===== config.mk =====
export PLATFORM = sky130hd
export DESIGN_NAME = bram_arbiter
export DESIGN_NICKNAME = d
export VERILOG_FILES = /design/src/rtl/bram_arbiter_pkg.sv /design/src/rtl/bram_req_slot.sv /design/src/rtl/bram_arbiter.sv
export SDC_FILE = /design/constraint.sdc
export NUM_CORES = 1
export LEC_CHECK = 0
export CELL_PAD_IN_SITES_DETAIL_PLACEMENT = 1
export CELL_PAD_IN_SITES_GLOBAL_PLACEMENT = 1
export CORE_AREA = 2 2 156 143
export DETAILED_ROUTE_END_ITERATION = 12
export DIE_AREA = 0 0 158 145
export PLACE_DENSITY = 0.85
export SLEW_MARGIN = 20
export SYNTH_ARGS = -nofsm -noshare
export SYNTH_HDL_FRONTEND = slang
export SYNTH_SLANG_ARGS = --single-unit

===== constraint.sdc =====
create_clock -name clock -period 3.6 [get_ports clock]
set_input_delay 0.36 -clock clock [delete_from_list [all_inputs] [get_ports clock]]
set_output_delay 0.36 -clock clock [all_outputs]
set_load 0.02 [all_outputs]

===== src/rtl/bram_arbiter_pkg.sv =====
// Shared configuration for the on-chip bram and the types used by its arbiter.
package configure;

    // Number of 32-bit words in the on-chip bram.
    localparam int bram_depth = 1024;

    // One access request as presented to the bram.
    typedef struct packed {
        logic        instr;
        logic [31:0] addr;
        logic [31:0] wdata;
        logic [3:0]  wstrb;
    } bram_req_type;

    // Which requester owns the access in flight (also used for round-robin history).
    typedef enum logic {
        OWN_I = 1'b0,
        OWN_D = 1'b1
    } owner_type;

endpackage


===== src/rtl/bram_req_slot.sv =====
// One-entry pending slot: holds a request that lost arbitration until it is issued.
module bram_req_slot
    import configure::*;
(
    input  logic         clock,
    input  logic         reset,
    input  logic         load,
    input  logic         clear,
    input  bram_req_type req_in,
    output logic         pend,
    output bram_req_type req_out
);

    logic         pend_reg;
    bram_req_type req_reg;

    // Capture a deferred request on load, drop the flag once the request is issued.
    always_ff @(posedge clock) begin
        if (reset) begin
            pend_reg <= 1'b0;
            req_reg  <= '0;
        end else if (load) begin
            pend_reg <= 1'b1;
            req_reg  <= req_in;
        end else if (clear) begin
            pend_reg <= 1'b0;
        end
    end

    assign pend    = pend_reg;
    assign req_out = req_reg;

endmodule


===== src/rtl/bram_arbiter.sv =====
// Shares the single-ported bram between instruction fetch (I) and load/store (D).
// One access in flight at a time; the bram answers exactly one cycle after issue,
// and a new access may be issued on that answer cycle for full throughput.
module bram_arbiter
    import configure::*;
(
    input  logic        clock,
    input  logic        reset,
    input  logic        imem_valid,
    input  logic [31:0] imem_addr,
    output logic [31:0] imem_rdata,
    output logic        imem_ready,
    input  logic        dmem_valid,
    input  logic [31:0] dmem_addr,
    input  logic [31:0] dmem_wdata,
    input  logic [3:0]  dmem_wstrb,
    output logic [31:0] dmem_rdata,
    output logic        dmem_ready,
    output logic        bram_valid,
    output logic        bram_instr,
    output logic [31:0] bram_addr,
    output logic [31:0] bram_wdata,
    output logic [3:0]  bram_wstrb,
    input  logic [31:0] bram_rdata,
    input  logic        bram_ready
);

    localparam logic [0:0] ST_IDLE = 1'b0;
    localparam logic [0:0] ST_WAIT = 1'b1;

    // Port index 0 is instruction fetch, index 1 is load/store.
    logic [1:0]   live_valid;
    logic [1:0]   pend;
    logic [1:0]   req_any;
    logic [1:0]   grant;
    logic [1:0]   slot_load;
    bram_req_type live_req [2];
    bram_req_type pend_req [2];
    bram_req_type eff_req  [2];
    bram_req_type issue_req;

    logic [0:0] state_reg, state_next;
    owner_type  owner_reg, owner_next;
    owner_type  last_reg, last_next;
    owner_type  winner;
    logic       issue_slot;
    logic       resp_valid;

    assign live_valid = {dmem_valid, imem_valid};
    assign live_req[0] = '{instr: 1'b1, addr: imem_addr, wdata: 32'h0, wstrb: 4'h0};
    assign live_req[1] = '{instr: 1'b0, addr: dmem_addr, wdata: dmem_wdata, wstrb: dmem_wstrb};

    genvar gi;
    generate
        for (gi = 0; gi < 2; gi++) begin : g_port
            assign req_any[gi]   = live_valid[gi] | pend[gi];
            assign eff_req[gi]   = pend[gi] ? pend_req[gi] : live_req[gi];
            // A live request that is not granted this cycle must not be lost.
            assign slot_load[gi] = live_valid[gi] & ~grant[gi];

            bram_req_slot u_slot (
                .clock   (clock),
                .reset   (reset),
                .load    (slot_load[gi]),
                .clear   (grant[gi]),
                .req_in  (live_req[gi]),
                .pend    (pend[gi]),
                .req_out (pend_req[gi])
            );
        end
    endgenerate

    // The bram is free when idle or when the current access answers this cycle.
    assign issue_slot = ~reset & ((state_reg == ST_IDLE) | bram_ready);
    assign resp_valid = ~reset & (state_reg == ST_WAIT) & bram_ready;

    // Grant: a lone requester wins; on a tie the port that did not win the last tie wins.
    always_comb begin
        grant = 2'b00;
        if (issue_slot) begin
            if (req_any == 2'b11) begin
                if (last_reg == OWN_I) begin
                    grant = 2'b10;
                end else begin
                    grant = 2'b01;
                end
            end else begin
                grant = req_any;
            end
        end
    end

    assign winner = grant[1] ? OWN_D : OWN_I;

    // Request mux toward the bram; all fields are zero when nothing is issued.
    always_comb begin
        issue_req = '0;
        if (grant[1]) begin
            issue_req = eff_req[1];
        end else if (grant[0]) begin
            issue_req = eff_req[0];
        end
    end

    assign bram_valid = |grant;
    assign bram_instr = issue_req.instr;
    assign bram_addr  = issue_req.addr;
    assign bram_wdata = issue_req.wdata;
    assign bram_wstrb = issue_req.wstrb;

    // Route the answer only to the port that owns the access in flight.
    assign imem_ready = resp_valid & (owner_reg == OWN_I);
    assign dmem_ready = resp_valid & (owner_reg == OWN_D);
    assign imem_rdata = imem_ready ? bram_rdata : 32'h0;
    assign dmem_rdata = dmem_ready ? bram_rdata : 32'h0;

    // Next-state: move to WAIT on any issue, fall back to IDLE when an issue slot goes unused.
    always_comb begin
        state_next = state_reg;
        owner_next = owner_reg;
        last_next  = last_reg;
        if (issue_slot) begin
            if (|grant) begin
                state_next = ST_WAIT;
                owner_next = winner;
            end else begin
                state_next = ST_IDLE;
            end
            if (req_any == 2'b11) begin
                last_next = winner;
            end
        end
    end

    // State, owner and tie history registers; reset abandons any access in flight.
    always_ff @(posedge clock) begin
        if (reset) begin
            state_reg <= ST_IDLE;
            owner_reg <= OWN_I;
            last_reg  <= OWN_I;
        end else begin
            state_reg <= state_next;
            owner_reg <= owner_next;
            last_reg  <= last_next;
        end
    end

endmodule


==> summary.md, run 1 <==
| Metric | Value |
|---|---|
| Static leakage | 3.57 nW |
| Post-Syn Area | roughly 6500 sq um |
| FMAX | ~320 MHz |
| Worst r2r src | last_reg |
| Yosys cell types | 30 |
| #FFs+latches synth | 106 |
| Crit share post-route | 87.5% |
| Most common cell after layout, fill and taps aside | clkdlybuf4s50_1 |
| Crit path required time | 3.24 ns |
| CTS tree | built |
| Postcts setup bufs | 0 |
| Max reg flops | a little over 100 |
| Synthesis-to-layout area growth | 50.8% |
| Root buffer cell | clkbuf_16 |
| Met3 Usage GRT | ~4.3% |
| Final Wtd Congestion | slightly below 0.8 |
| Routing usage on met2 | 34.3% |
| Max Transition Viols Final | 0 |
| Cts hold-fix bufs | 0 |
| GRT busiest layer | met2 |
| Antenna Diode Count | 0 |
| Max Clock Skew | 0.00683 ns |
| Arr. time, crit path | ~2.8 ns |
| DR iter-0 viols | 303 |
| Num CTS Buffers | 9 |
| Vias in the first global route | 6618 |
| # resized after CTS | 0 |
| Final Setup Violations | 0 |
| Syn_area_per_cell | 8.09 sq um |
| Clock slew at reported path FFs | 0.08 ns |
| Rows | 51 |
| Hold Path Origin | g_port[1].u_slot.req_out[67] |
| CTS H-tree lvls | 3 |
| Setup TNS | 0 ns |
| Antenna violations before repair | 0 |
| Most frequent cells in the layout | clkdlybuf4s50_1 (272), nand2_1 (201), mux2i_1 (137), dfxtp_1 (104), nand3_1 (65) |
| Peak VDD IR | just under 0.3 mV |
| Post-route ant nets | 0 |
| Mapped Cells | 805 |
| Worst-skew pair later-pin latency | 0.35 ns |
| Setup crit start | dmem_valid |
| Fin. Hold Viols | 0 |
| IO Count | around 270 |
| CP max FO | 35 |
| Worst hold path class | reg2reg |
| RSZ-0062 raised after global routing | false |
| Layout cells sized above 1 | 10.7% |
| Nets | ~1200 |
| # port buffers | 272 |
| Total Wirelength | 23000 um |
| Detailed placement HPWL | 16200 um |
| Die ar. | 22900 sq um |
| DRC | 0 |
| Largest net degree at the start of global routing | 71 |
| Power density over the cells | around 340 nW/um^2 |
| Via count | 6456 |
| 1st-pass router iterations | 4 |
| Max-slew headroom | 29.1% |
| Sequential area share after synthesis | 32.6% |
| Gr ovfl total | 0 |
| Routed vias/inst | 4.86 |
| Clock sinks | 106 |
| Yosys warnings | 0 |
| Syn Nets | 942 |
| Die extent in x | 158 um |
| Die H | 145 um |
| Starting Density | 30.5% |
| Worst-margin pin slew | 1.06 ns |
| Met1 usage | 24.7% |
| Worst setup path category | in2out |
| First-pass GRT wire length | between 30000 and 40000 um |
| Status | finished clean |
| Mean routed wirelength per cell | 17.3 um |
| Hold slack | around 0.46 ns |
| GR Util All Layers | between 10% and 20% |
| Core box area | 21300 sq um |
| Clock Tree Buf Depth | 2 |
| Critical path endpoint category | output pin |
| Max-cap violations | 0 |
| Min Tclk post-route | 3.15 ns |
| CP startpoint kind | input port |
cell families after synthesis:
family,synth area share (%)
AND/OR/NAND/NOR,26.0
multiplexers,32.1
flip-flops,32.6
buffers and inverters,5.30
AO/OA/AOI/OAI,3.98
synthesized netlist by cell type:
master	count	area share, %
a211oi_1	2	0.23
a21boi_0	1	0.12
a21boi_1	1	0.12
a21oi_1	35	2.7
a31oi_1	1	0.096
and2_1	64	6.2
buf_1	1	0.058
buf_2	21	1.6
buf_4	4	0.46
buf_6	3	0.52
clkbuf_1	45	2.6
clkinv_1	1	0.058
dfxtp_1	106	33
mux2_2	64	11
mux2i_1	137	21
nand2_1	202	12
nand2b_1	1	0.096
nand3_1	65	5.0
nand4_2	1	0.19
nor2_1	38	2.2
nor2b_1	1	0.096
nor3_1	1	0.077
nor3b_1	2	0.23
o21a_1	1	0.12
o21ai_0	1	0.077
o21ai_4	1	0.25
o21bai_2	1	0.17
o31ai_1	1	0.12
or2_2	2	0.19
or4_1	1	0.12
final timing paths:
kind / endpoint / slack (ns) / cells after the start
min reg2reg: g_port[1].u_slot.req_out[67] / 0.46 / 2
max reg2reg: g_port[0].u_slot.req_out[54] / 1.43 / 4
max: bram_addr[3] / 0.45 / 5
min: g_port[1].u_slot.req_out[67] / 0.46 / 2
stage by stage:
stage	util [%]	setup WS, ns	cell area (sq um)	cells	total power, mW
after floorplan	-	1.70	6510	805	1.78
after global placement	44.4	0.503	9470	1312	2.16
after detailed placement	44.4	0.481	9470	1312	2.18
after CTS	46.1	0.404	9820	1328	3.39
after global routing	46.1	0.270	9820	1328	3.49
final	46.1	0.449	9820	1328	3.34
power by group:
group | leakage [nW] | internal (mW) | switching, mW
combinational | 2.54 | 0.439 | 0.435
sequential | 0.866 | 1.24 | 0.0399
clock | 0.171 | 0.689 | 0.495
critical path, stage by stage:
cell	delay, ns
clkdlybuf4s50_1	0.49
o21bai_4	0.85
nand3_1	0.21
a21oi_1	0.21
clkdlybuf4s50_1	0.67
layout make-up:
type / count / area [sq um]
Inverter: 1 / 8.76
Clock inverter: 7 / 125
Sequential cell: 106 / 2130
Timing Repair Buffer: 290 / 2880
Tap cell: 291 / 364
Fill cell: 2558 / 11500
Multi-Input combinational cell: 624 / 4090
Clock buffer: 9 / 225
metal layers:
metal | part of all wire [%] | vias up
li1 | - | 3144
met1 | 44 | 3158
met2 | 50 | 137
met3 | 5.1 | 17
met4 | 0.87 | 0
met5 | 0 | -
No activity file was read; power rests on OpenSTA's default activity.
==> run 2, diff against run 1 <==
--- a/config.mk
+++ b/config.mk
@@ -11,7 +11,6 @@
 export DETAILED_ROUTE_END_ITERATION = 12
 export DIE_AREA = 0 0 158 145
 export PLACE_DENSITY = 0.85
-export SLEW_MARGIN = 20
 export SYNTH_ARGS = -nofsm -noshare
 export SYNTH_HDL_FRONTEND = slang
 export SYNTH_SLANG_ARGS = --single-unit
==> results of run 2 <==
The final DEF is identical to that of run 1; final timing and power are the same.
==> run 3, diff against run 2 <==
--- a/config.mk
+++ b/config.mk
@@ -7,10 +7,11 @@
 export LEC_CHECK = 0
 export CELL_PAD_IN_SITES_DETAIL_PLACEMENT = 1
 export CELL_PAD_IN_SITES_GLOBAL_PLACEMENT = 1
-export CORE_AREA = 2 2 156 143
+export CORE_AREA = 2 2 152 139
 export DETAILED_ROUTE_END_ITERATION = 12
-export DIE_AREA = 0 0 158 145
-export PLACE_DENSITY = 0.85
+export DIE_AREA = 0 0 154 141
+export PLACE_DENSITY = 0.82
 export SYNTH_ARGS = -nofsm -noshare
 export SYNTH_HDL_FRONTEND = slang
 export SYNTH_SLANG_ARGS = --single-unit
+export TNS_END_PERCENT = 1
==> run 3 against run 2 <==
Against the previous run:
- clock-buffer cell count increased by 4
- maximum frequency decreased by 1.5%
- first-iteration DRC count decreased by 4.0%
- flip-flop and latch count unchanged
- via count increased by 0.25%
- die area decreased by 5.2%
- sequential share of layout area increased by 0.21 points
- cell count decreased by 2.4%
- critical path type is now reg2out
- worst hold slack got worse by 0.0032 ns
==> summary.md, run 3 (synthesis results as in run 1) <==
| Metric | Value |
|---|---|
| Critical R2R Capture | g_port[0].u_slot.req_out[48] |
| Setup TNS | 0 ns (unchanged) |
| Worst-skew pair later-pin latency | 0.36 ns (about the same) |
| Nets | 1169 (unchanged) |
| Rows | 50 (-2.0%) |
| Num CTS Buffers | 9 (unchanged) |
| Crit-path max cell delay | 0.68 ns (-0.17 ns) |
| Clock share of power | 31.1% (-4.4 points) |
| Min Tclk post-route | 3.20 ns (+0.0491 ns) |
| Combinational power share | 27.9% (+1.7 points) |
| Arr. time, crit path | 2.84 ns (+0.05 ns) |
| CTS tree | built |
| Routed vias/inst | 4.99 (+2.7%) |
| Final Setup Violations | 0 (unchanged) |
| Max-slew headroom | 39.5% (+10 points) |
| CP startpoint kind | flip-flop |
| Synthesis-to-layout area growth | 49.3% |
| Cell count after placement | 1281 (-2.4%) |
| Reg2Reg Depth | 4 (unchanged) |
| Switching share of power | 29.7% (+0.60 points) |
| Crit share post-route | 88.9% (+1.4 points) |
| Vias in the first global route | 6641 (+0.35%) |
| WHS Path Cells | 2 (unchanged) |
| Gr ovfl total | 0 (unchanged) |
| CTS H-tree lvls | 3 (unchanged) |
| Most frequent cells in the layout | clkdlybuf4s50_1 (272), nand2_1 (202), mux2i_1 (137), dfxtp_1 (104), nand3_1 (65) |
| Max Transition Viols Final | 0 (unchanged) |
| Die ar. | 21700 sq um (-5.2%) |
| DR iter-0 viols | 291 (-4.0%) |
| Clock slew at reported path FFs | 0.08 ns (about the same) |
| Worst-path cell chain | buf_4 > mux2_2 > nand3_1 > a21oi_1 > clkdlybuf4s50_1 |
| Root buffer cell | clkbuf_16 |
| Clock Tree Buf Depth | 2 (unchanged) |
| Clock sinks | 106 (unchanged) |
| Starting Density | 32.0% (+1.5 points) |
| CP max FO | 31 (-11%) |
| CP bufs+invs | 2 (unchanged) |
| IO Count | 273 (unchanged) |
| P_int | 2.20 mW (-6.9%) |
| Status | finished clean |
| Critical path endpoint category | output pin |
| Antenna Diode Count | 0 (unchanged) |
| Largest net degree at the start of global routing | 202 (+180%) |
| Antenna violations before repair | 0 (unchanged) |
| Peak VDD IR | 0.188 mV (-35%) |
| First-pass GRT wire length | 35700 um (-0.31%) |
| Worst r2r src | g_port[1].u_slot.pend |
| Max reg flops | 101 (unchanged) |
| 1st-pass router iterations | 4 (unchanged) |
| Total Wirelength | 22800 um (-0.73%) |
| Reg2reg setup slack | 1.33 ns (-0.10 ns) |
| Max Clock Skew | 0.0133 ns (+0.00651 ns) |
| FMAX | 312 MHz (-1.5%) |
| Final cell count without fillers | 1296 (-2.4%) |
| Power share of the sequential group | 41.0% (+2.7 points) |
| RSZ-0062 raised after global routing | false |
| Hold EP | g_port[1].u_slot.req_out[50] |
| Top delay family on crit path | buffers and inverters |
| Max stage delay cell, worst path | clkdlybuf4s50_1 |
| # resized after CTS | 0 (unchanged) |
| Power density over the cells | 322 nW/um^2 (-5.2%) |
| Post-Layout Inst Area | 9720 sq um (-0.98%) |
| Hold slack | 0.455 ns (-0.00320 ns) |
| Static leakage | 3.55 nW (-0.73%) |
| Fin. Hold Viols | 0 (unchanged) |
| Switching power | 0.930 mW (-4.1%) |
| Hold Path Origin | g_port[1].u_slot.req_out[50] |
| Worst hold path class | reg2reg |
| # port buffers | 272 (unchanged) |
| Die extent in x | 154 um (-2.5%) |
| Most common cell after layout, fill and taps aside | clkdlybuf4s50_1 |
| Worst setup path category | reg2out |
| Worst-margin pin slew | 0.907 ns (-0.154 ns) |
| Via count | 6472 (+0.25%) |
| Mean routed wirelength per cell | 17.6 um (+1.7%) |
| GR Util All Layers | 20.5% (+0.90 points) |
| Postcts setup bufs | 0 (unchanged) |
| Layout cells sized above 1 | 10.4% (-0.28 points) |
| Cell Area, Placed | 9440 sq um (-0.30%) |
| Detailed placement HPWL | 16500 um (+1.4%) |
| Die H | 141 um (-2.8%) |
| Core box area | 20300 sq um (-4.6%) |
| Post-route ant nets | 0 (unchanged) |
| Crit path required time | 3.24 ns (about the same) |
| Tot Pwr | 3.13 mW (-6.1%) |
| DRC | 0 (unchanged) |
| Max-cap violations | 0 (unchanged) |
| Cts hold-fix bufs | 0 (unchanged) |
| Final Wtd Congestion | 0.784 (+1.9%) |
[run 3: layout make-up]
cell class | instances | area (sq um)
Fill cell | 2388 | 10600
Multi-Input combinational cell | 624 | 4080
Timing Repair Buffer | 290 | 2900
Sequential cell | 106 | 2130
Tap cell | 260 | 325
Clock buffer | 13 | 270
Clock inverter | 2 | 12.5
Inverter | 1 | 8.76
[run 3: power by group through the flow]
stage | clock (mW) | sequential (mW) | combinational [mW]
floorplan | 0 | 1.29 | 0.487
CTS | 1.00 | 1.29 | 0.882
global placement | 0 | 1.31 | 0.860
finish | 0.975 | 1.29 | 0.873
global route | 1.05 | 1.30 | 0.941
detailed placement | 0 | 1.31 | 0.876
[run 3: through the flow]
| step | worst slack, ns | util [%] |
|---|---|---|
| after floorplan | 1.70 | - |
| after global placement | 0.651 | 46.4 |
| after detailed placement | 0.617 | 46.4 |
| after CTS | 0.368 | 47.8 |
| after global routing | 0.296 | 47.8 |
| final | 0.400 | 47.8 |
[run 3: worst max path at each step]
stage | from | to | slack (ns) | depth (start not counted)
3_5_place_dp | imem_valid | bram_addr[10] | 0.62 | 6
6_report | g_port[1].u_slot.pend | bram_addr[10] | 0.40 | 5
5_1_grt | g_port[1].u_slot.pend | bram_addr[10] | 0.30 | 5
4_1_cts | g_port[1].u_slot.pend | bram_addr[10] | 0.37 | 5
2_1_floorplan | reset | dmem_rdata[22] | 1.70 | 4
3_3_place_gp | dmem_valid | bram_addr[16] | 0.65 | 6
[run 3: worst reg2reg max path: cells and delay by family (launching register included)]
kind / cells / cell delay (ns)
AO/OA/AOI/OAI: 2 / 0.93
buffers and inverters: 1 / 0.37
flip-flops: 1 / 0.66
multiplexers: 1 / 0.22
[run 3: metal layers]
layer  vias to the layer above  global-route usage [%]  part of all wire [%]
met5                         -                       0                     0
met4                         0                    5.02                   1.5
met3                        21                    3.90                   4.5
met2                       144                    34.4                    48
met1                      3167                    27.2                    46
li1                       3140                       -                     -
